==> config.mk <==
export PLATFORM = sky130hd
export DESIGN_NAME = stream_reduce
export DESIGN_NICKNAME = d
export VERILOG_FILES = /design/src/rtl/stream_reduce_pkg.sv /design/src/rtl/stream_reduce.sv
export SDC_FILE = /design/constraint.sdc
export NUM_CORES = 1
export LEC_CHECK = 0
export ABC_AREA = 1
export ABC_CLOCK_PERIOD_IN_PS = 2200
export BUFFER_PORTS_ARGS = -buffer_cell sky130_fd_sc_hd__buf_2
export CAP_MARGIN = 0
export CORE_AREA = 2 2 234 236
export DETAILED_ROUTE_END_ITERATION = 8
export DIE_AREA = 0 0 236 238
export GPL_TIMING_DRIVEN = 1
export PLACE_DENSITY = 0.72
export SKIP_CTS_REPAIR_TIMING = 1
export SYNTH_ARGS = -nofsm -noshare
export SYNTH_HDL_FRONTEND = slang
export SYNTH_SLANG_ARGS = --single-unit
==> constraint.sdc <==
create_clock -name clock -period 2.2 [get_ports clock]
set_input_delay 0 -clock clock [delete_from_list [all_inputs] [get_ports clock]]
set_output_delay 0 -clock clock [all_outputs]
set_load 0.01 [all_outputs]
==> src/rtl/stream_reduce_pkg.sv <==
// Shared types and default widths for the stream reduction block.
package stream_reduce_pkg;

  localparam int unsigned DEF_DATA_WIDTH  = 64;
  localparam int unsigned DEF_COUNT_WIDTH = 32;

  typedef enum logic {
    ST_ACCUM = 1'b0,
    ST_EMIT  = 1'b1
  } state_e;

endpackage

==> src/rtl/stream_reduce.sv <==
// Reduces an EOS-terminated element stream to {sum, count, min, max, empty}.
// Result appears one cycle after EOS and is held until accepted; input stalls while a result is pending.
module stream_reduce
  import stream_reduce_pkg::*;
#(
  parameter int unsigned DATA_WIDTH  = DEF_DATA_WIDTH,
  parameter int unsigned COUNT_WIDTH = DEF_COUNT_WIDTH
) (
  input  logic                   clock,
  input  logic                   reset,
  input  logic                   in0_valid,
  output logic                   in0_ready,
  input  logic [DATA_WIDTH-1:0]  in0_data_field0,
  input  logic                   in0_data_field1,
  output logic                   out0_valid,
  input  logic                   out0_ready,
  output logic [DATA_WIDTH-1:0]  out0_data_field0,
  output logic [COUNT_WIDTH-1:0] out0_data_field1,
  output logic [DATA_WIDTH-1:0]  out0_data_field2,
  output logic [DATA_WIDTH-1:0]  out0_data_field3,
  output logic                   out0_data_field4
);

  state_e state_q, state_d;

  // Held low through reset and released by the first clock edge afterwards.
  logic live_q;

  logic [DATA_WIDTH-1:0]  sum_q, sum_d;
  logic [COUNT_WIDTH-1:0] cnt_q, cnt_d;
  logic [DATA_WIDTH-1:0]  min_q, min_d;
  logic [DATA_WIDTH-1:0]  max_q, max_d;

  logic [DATA_WIDTH-1:0]  res_sum_q;
  logic [COUNT_WIDTH-1:0] res_cnt_q;
  logic [DATA_WIDTH-1:0]  res_min_q;
  logic [DATA_WIDTH-1:0]  res_max_q;
  logic                   res_empty_q;

  logic in_fire;
  logic eos_fire;
  logic elem_fire;

  always_ff @(posedge clock or negedge reset) begin
    if (!reset) begin
      state_q <= ST_ACCUM;
      live_q  <= 1'b0;
    end else begin
      state_q <= state_d;
      live_q  <= 1'b1;
    end
  end

  always_comb begin
    state_d    = state_q;
    in0_ready  = 1'b0;
    out0_valid = 1'b0;
    case (state_q)
      ST_ACCUM: begin
        in0_ready = live_q;
        if (in0_valid && live_q && in0_data_field1) begin
          state_d = ST_EMIT;
        end
      end
      ST_EMIT: begin
        out0_valid = 1'b1;
        if (out0_ready) begin
          state_d = ST_ACCUM;
        end
      end
      default: state_d = ST_ACCUM;
    endcase
  end

  assign in_fire   = in0_valid && in0_ready;
  assign eos_fire  = in_fire && in0_data_field1;
  assign elem_fire = in_fire && !in0_data_field1;

  always_comb begin
    sum_d = sum_q;
    cnt_d = cnt_q;
    min_d = min_q;
    max_d = max_q;
    if (elem_fire) begin
      sum_d = sum_q + in0_data_field0;
      if (cnt_q != '1) begin
        cnt_d = cnt_q + COUNT_WIDTH'(1);
      end
      if (in0_data_field0 < min_q) begin
        min_d = in0_data_field0;
      end
      if (in0_data_field0 > max_q) begin
        max_d = in0_data_field0;
      end
    end else if (eos_fire) begin
      sum_d = '0;
      cnt_d = '0;
      min_d = '1;
      max_d = '0;
    end
  end

  always_ff @(posedge clock or negedge reset) begin
    if (!reset) begin
      sum_q       <= '0;
      cnt_q       <= '0;
      min_q       <= '1;
      max_q       <= '0;
      res_sum_q   <= '0;
      res_cnt_q   <= '0;
      res_min_q   <= '0;
      res_max_q   <= '0;
      res_empty_q <= 1'b0;
    end else begin
      sum_q <= sum_d;
      cnt_q <= cnt_d;
      min_q <= min_d;
      max_q <= max_d;
      // Result registers only move on EOS, so they stay stable across an EMIT stall.
      if (eos_fire) begin
        res_sum_q   <= sum_q;
        res_cnt_q   <= cnt_q;
        res_min_q   <= min_q;
        res_max_q   <= max_q;
        res_empty_q <= (cnt_q == '0);
      end
    end
  end

  assign out0_data_field0 = res_sum_q;
  assign out0_data_field1 = res_cnt_q;
  assign out0_data_field2 = res_min_q;
  assign out0_data_field3 = res_max_q;
  assign out0_data_field4 = res_empty_q;

endmodule
Word-level counts from Yosys, hierarchy flattened:

Cells that the tools add are included.

* mux-type cells: 15
* equality and inequality tests: 4
* magnitude comparators: 2
* bitwise logic cells: 1
* add/subtract/negate cells: 2
* reduce and logical (&&, ||, !) cells: 11

Operators with widths (count)
* $mux W64: 7
* $mux W32: 3
* $add A64 B64 Y64: 1
* $gt A64 B64 Y1: 1
* $lt A64 B64 Y1: 1
* $add A32 B1 Y32 const B: 1
* $logic_not A32 Y1: 1
* $ne A32 B32 Y1 const B: 1
* $ne A2 B1 Y1 const B: 3
* $reduce_and A2 Y1: 3
* $logic_and A1 B1 Y1: 5
* $mux W1: 4
* $pmux W1 S2: 1
* $reduce_bool A2 Y1: 1
* $logic_not A1 Y1: 1
* $not A1 Y1: 1

* word-level logic and storage cells: 46
* flip-flop bits (word level): 451
* input port bits: 69
* output and inout port bits: 227

Longest topological paths before layout:

* word-level depth: 5
* depth in mapped cells: 19
* mapped depth without buffers: 18

Worst setup path before layout:

No wires, ideal clock.

* path kind: register to register
* from: register sum_q[0]
* to: register sum_q[58]
* data arrival time: 1929 ps
* setup slack: 153 ps
* library setup time: 118 ps
* clock period less this slack: 2047 ps
* data required time: 2082 ps
* cell stages (with the launch flop): 16
* cells stage by stage: dfrtp_1 -> ha_1 -> inv_1 -> fa_1 -> o21ai_2 -> nand2_1 -> nand2_1 -> nand2_1 -> nand2_1 -> nand2_1 -> nand2_1 -> nand2_1 -> nand2_1 -> nand2_1 -> nand3_1 -> nand2_1

* cells in the longest elaborated chain, start to end: 2

Ends and longest elaborated chain
* start, declared: line stream_reduce.sv:29 `logic [DATA_WIDTH-1:0] sum_q, sum_d;`
* start signal, assigned: line stream_reduce.sv:115 `sum_q <= sum_d;`
* $add A64 B64 Y64: line stream_reduce.sv:85 `sum_d = sum_q + in0_data_field0;`
* $mux W64: line stream_reduce.sv:84 `if (elem_fire) begin`

No other way between the ends.
A chain may end at the register's enable or synchronous reset.

Final worst setup path:

* from: register min_q[23]
* to: register min_q[52]

* cells in the longest elaborated chain, start to end: 3

Ends and longest elaborated chain
* start, declared: line stream_reduce.sv:31 `logic [DATA_WIDTH-1:0] min_q, min_d;`
* start signal, assigned: line stream_reduce.sv:117 `min_q <= min_d;`
* $lt A64 B64 Y1: line stream_reduce.sv:89 `if (in0_data_field0 < min_q) begin`
* $ne A2 B1 Y1 (no source line)
* $reduce_and A2 Y1 (no source line)

No other way between the ends.

==> results.md <==
* Buffers on Ports at around 300
* Rows at 85
* PwrDens at around 1100 nW/um^2
* Final Cycle Share at 124.4%
* Failing checks: negative setup slack
* RSZ-0062 raised after global routing: true
* Max_slew headroom at just under 50%
* Area of the multi-input gates at approximately 15000 um^2
* CTS H-tree lvls at 2
* Dpl hpwl at slightly above 60 mm
* Core area at approximately 53000 um^2
* Drt pass-1 iters at 6
* Tmin final at around 2.7 ns
* Syn Inst Count at roughly 3500
* Worst setup path category: register to register
* Clk sinks at around 450
* Register area at around 11000 um^2
* Reg2reg path depth at 16
* Placement-stage cell area at 31070 um^2
* Worst Hold Path Cells at 5
* Filler instances at roughly 4200
* Syn Area/Cell at about 7.5 um^2
* Clk_lat worst skew at around 0.60 ns
* R2R Path Start: min_q[23]
* Largest cells by area after synthesis: dfrtp_1 36%, nand2_1 16%, ha_1 9.0%
* Starting density of the core at between 40 and 50%
* Vias per cell at around 5.5
* Pins over their slew limit at 0
* Max cap viols at 0
* Hold Path Class: input pin to register
* Yosys reg bits at 451
* DRC Markers at 0
* CP endpoint kind: register
* Syn Nets at ~3800
* Post-route cell area at about 37000 um^2
* Grt ovf at 0
* Top-area cell type share of the netlist area at between 30% and 40%
* Commonest non-fill, non-tap cell in the layout: nand2_1
* Initial antenna violation count at 2
* CTS Buf Count at 50
* Share of cells above drive strength 1 at ~32%
* Die area at approximately 56000 um^2
* Reg clk slew, reported paths at approximately 0.060 ns
* Layout net count at 4457
* Worst setup SP type: register
* CTS tree: built
* P_leak at about 19 nW
* N_diodes at 0
* Overall die width at approximately 240 um
* IO Count at between 200 and 300
* Total power at ~40 mW
* Final hold violation count at 0
* Largest net degree at the start of global routing at 181
* Cell Area, Synth at 26550 um^2
* Max clock buf depth at 3
* Number of global-route vias before repair at approximately 25000
* Setup ws final at -0.5366 ns
* Reg2reg end: min_q[52]
* Vias at approximately 27000
* Worst-path fanout max at 5
* Setup Skew at approximately 0.019 ns
* Hold path start: in0_data_field0[15]
* Overall Global Routing Usage at between 20% and 30%
* CP Data Required Time at approximately 2.7 ns
* GPL Wtd Cong at 1.027
* Most frequent cells in the layout: 970 x nand2_1, 401 x inv_1, 387 x dfrtp_1
* WL/cell at between 15 and 20 um
* F_max at between 300 and 400 MHz
* Die height at roughly 240 um
* Netlist cell types at between 40 and 50
* Post-route ant nets at 0
* Setup Viol. Count Final at around 140
* Reg2Reg Setup Slack at -0.54 ns
* Hold EP: sum_q[15]
* Critical path arrival at 3.26 ns
* VDD IR-drop max at 0.6575 mV
* Worst Tran Pin Value at approximately 0.76 ns
* Seq/Total Area, Yosys at between 40% and 50%
* Global-route wire length before repair at between 100 and 150 mm
* Ys Warns at 0
* First-iteration detailed-routing DRC count at about 2300
* Layout area overhead at 38.43%
* Status: complete, but fails checks
* WL final at roughly 95 mm
* Root buffer cell: clkbuf_16
* Yosys top cell by area: dfrtp_1
-- final cells by class --
| cell class | instances | area share [%] |
|---|---|---|
| clock inverters | 11 | 0.3848 |
| repair buffers | 742 | 15.81 |
| inverters | 424 | 4.358 |
| clock buffers | 83 | 4.297 |
| well taps | 696 | 2.370 |
| flip-flops and latches | 451 | 30.93 |
| multi-input cells | 2526 | 41.85 |
-- synthesized netlist by cell type, drive strengths merged --
cell and instances:
o22ai 26, o21bai 6, nor4 17, buf 69, o21ai 331, or2 65
xor2 17, clkbuf 54, ha 192, nor3 35, and3 1, o21a 5
a21boi 3, nand3 285, o41ai 1, nor3b 2, nand4 31, xnor2 6
nand2 1115, a21oi 173, inv 424, and2 1, dfstp 64, conb 1
dfrtp 387, nand3b 15, o32ai 1, a21o 3, fa 1, o211ai 2
nor2 189
-- metrics by stage --
step	hold slack (ns)	util [%]	setup TNS, ns	instances	setup WS (ns)
6_report	0.007441	68.69	-46.57	4933	-0.5366
5_1_grt	0.04512	68.69	-62.31	4933	-0.6532
4_1_cts	-0.6491	61.30	-66.75	4810	-0.6154
3_5_place_dp	-0.01402	58.08	-62.13	4716	-0.5662
3_3_place_gp	-0.01603	58.08	-56.55	4716	-0.5278
2_1_floorplan	-0.2956	-	0	3522	0.1531
-- cells by family (layout without fill, tap and decap cells) --
group	after synthesis	after routing	share of synthesized area, %
adder cells (fa/ha/maj)	193	193	9.125
buffers and inverters	547	1260	8.206
AO/OA/AOI/OAI	551	551	11.15
AND/OR/NAND/NOR	1756	1758	27.93
other	1	1	0.01413
XOR/XNOR	23	23	0.7588
flip-flops	451	451	42.82
-- critical path, cell delays in order (launching register included) --
cell and delay [ns]:
dfstp_2 0.54, inv_1 0.05, ha_1 0.32, nand2_1 0.08
nor2_2 0.15, nand4_1 0.10, nor3_1 0.23, buf_4 0.17
nand2_1 0.08, nand2_2 0.13, nand2_2 0.08, nand2_4 0.11
buf_12 0.14, nand2_8 0.12, clkbuf_16 0.23, nand2_4 0.07
nand2_2 0.05
-- where the power goes --
group	internal [mW]	total (mW)	leakage, nW	switching, mW
registers	11.2	12.8	5.78	1.61
clock network	5.24	8.76	0.836	3.52
logic	7.88	18.5	12.1	10.6
-- metal layers --
metal  global-route usage (%)  part of all wire (%)
met5                        0                 0.027
met4                    7.605                   4.3
met3                    4.766                   7.6
met2                    49.58                    47
met1                    39.12                    41
-- flip-flops by register name, indices dropped and copies added, names as in the netlist --
signal,cells
max_q,64
out0_data_field0,64
out0_data_field4,1
out0_data_field1,32
sum_q,64
out0_data_field3,64
live_q,1
out0_data_field2,64
cnt_q,32
min_q,64
state_q,1
-- worst max-delay path by stage --
stage / slack (ns) / cells past startpoint / from / end
6_report: -0.54 / 16 / min_q[23] / min_q[52]
5_1_grt: -0.65 / 16 / min_q[23] / min_q[25]
4_1_cts: -0.62 / 14 / max_q[47] / max_q[42]
3_5_place_dp: -0.57 / 14 / max_q[47] / max_q[42]
3_3_place_gp: -0.53 / 14 / max_q[47] / max_q[38]
2_1_floorplan: 0.15 / 15 / sum_q[0] / sum_q[58]
Power figures use the tool's default switching activity.
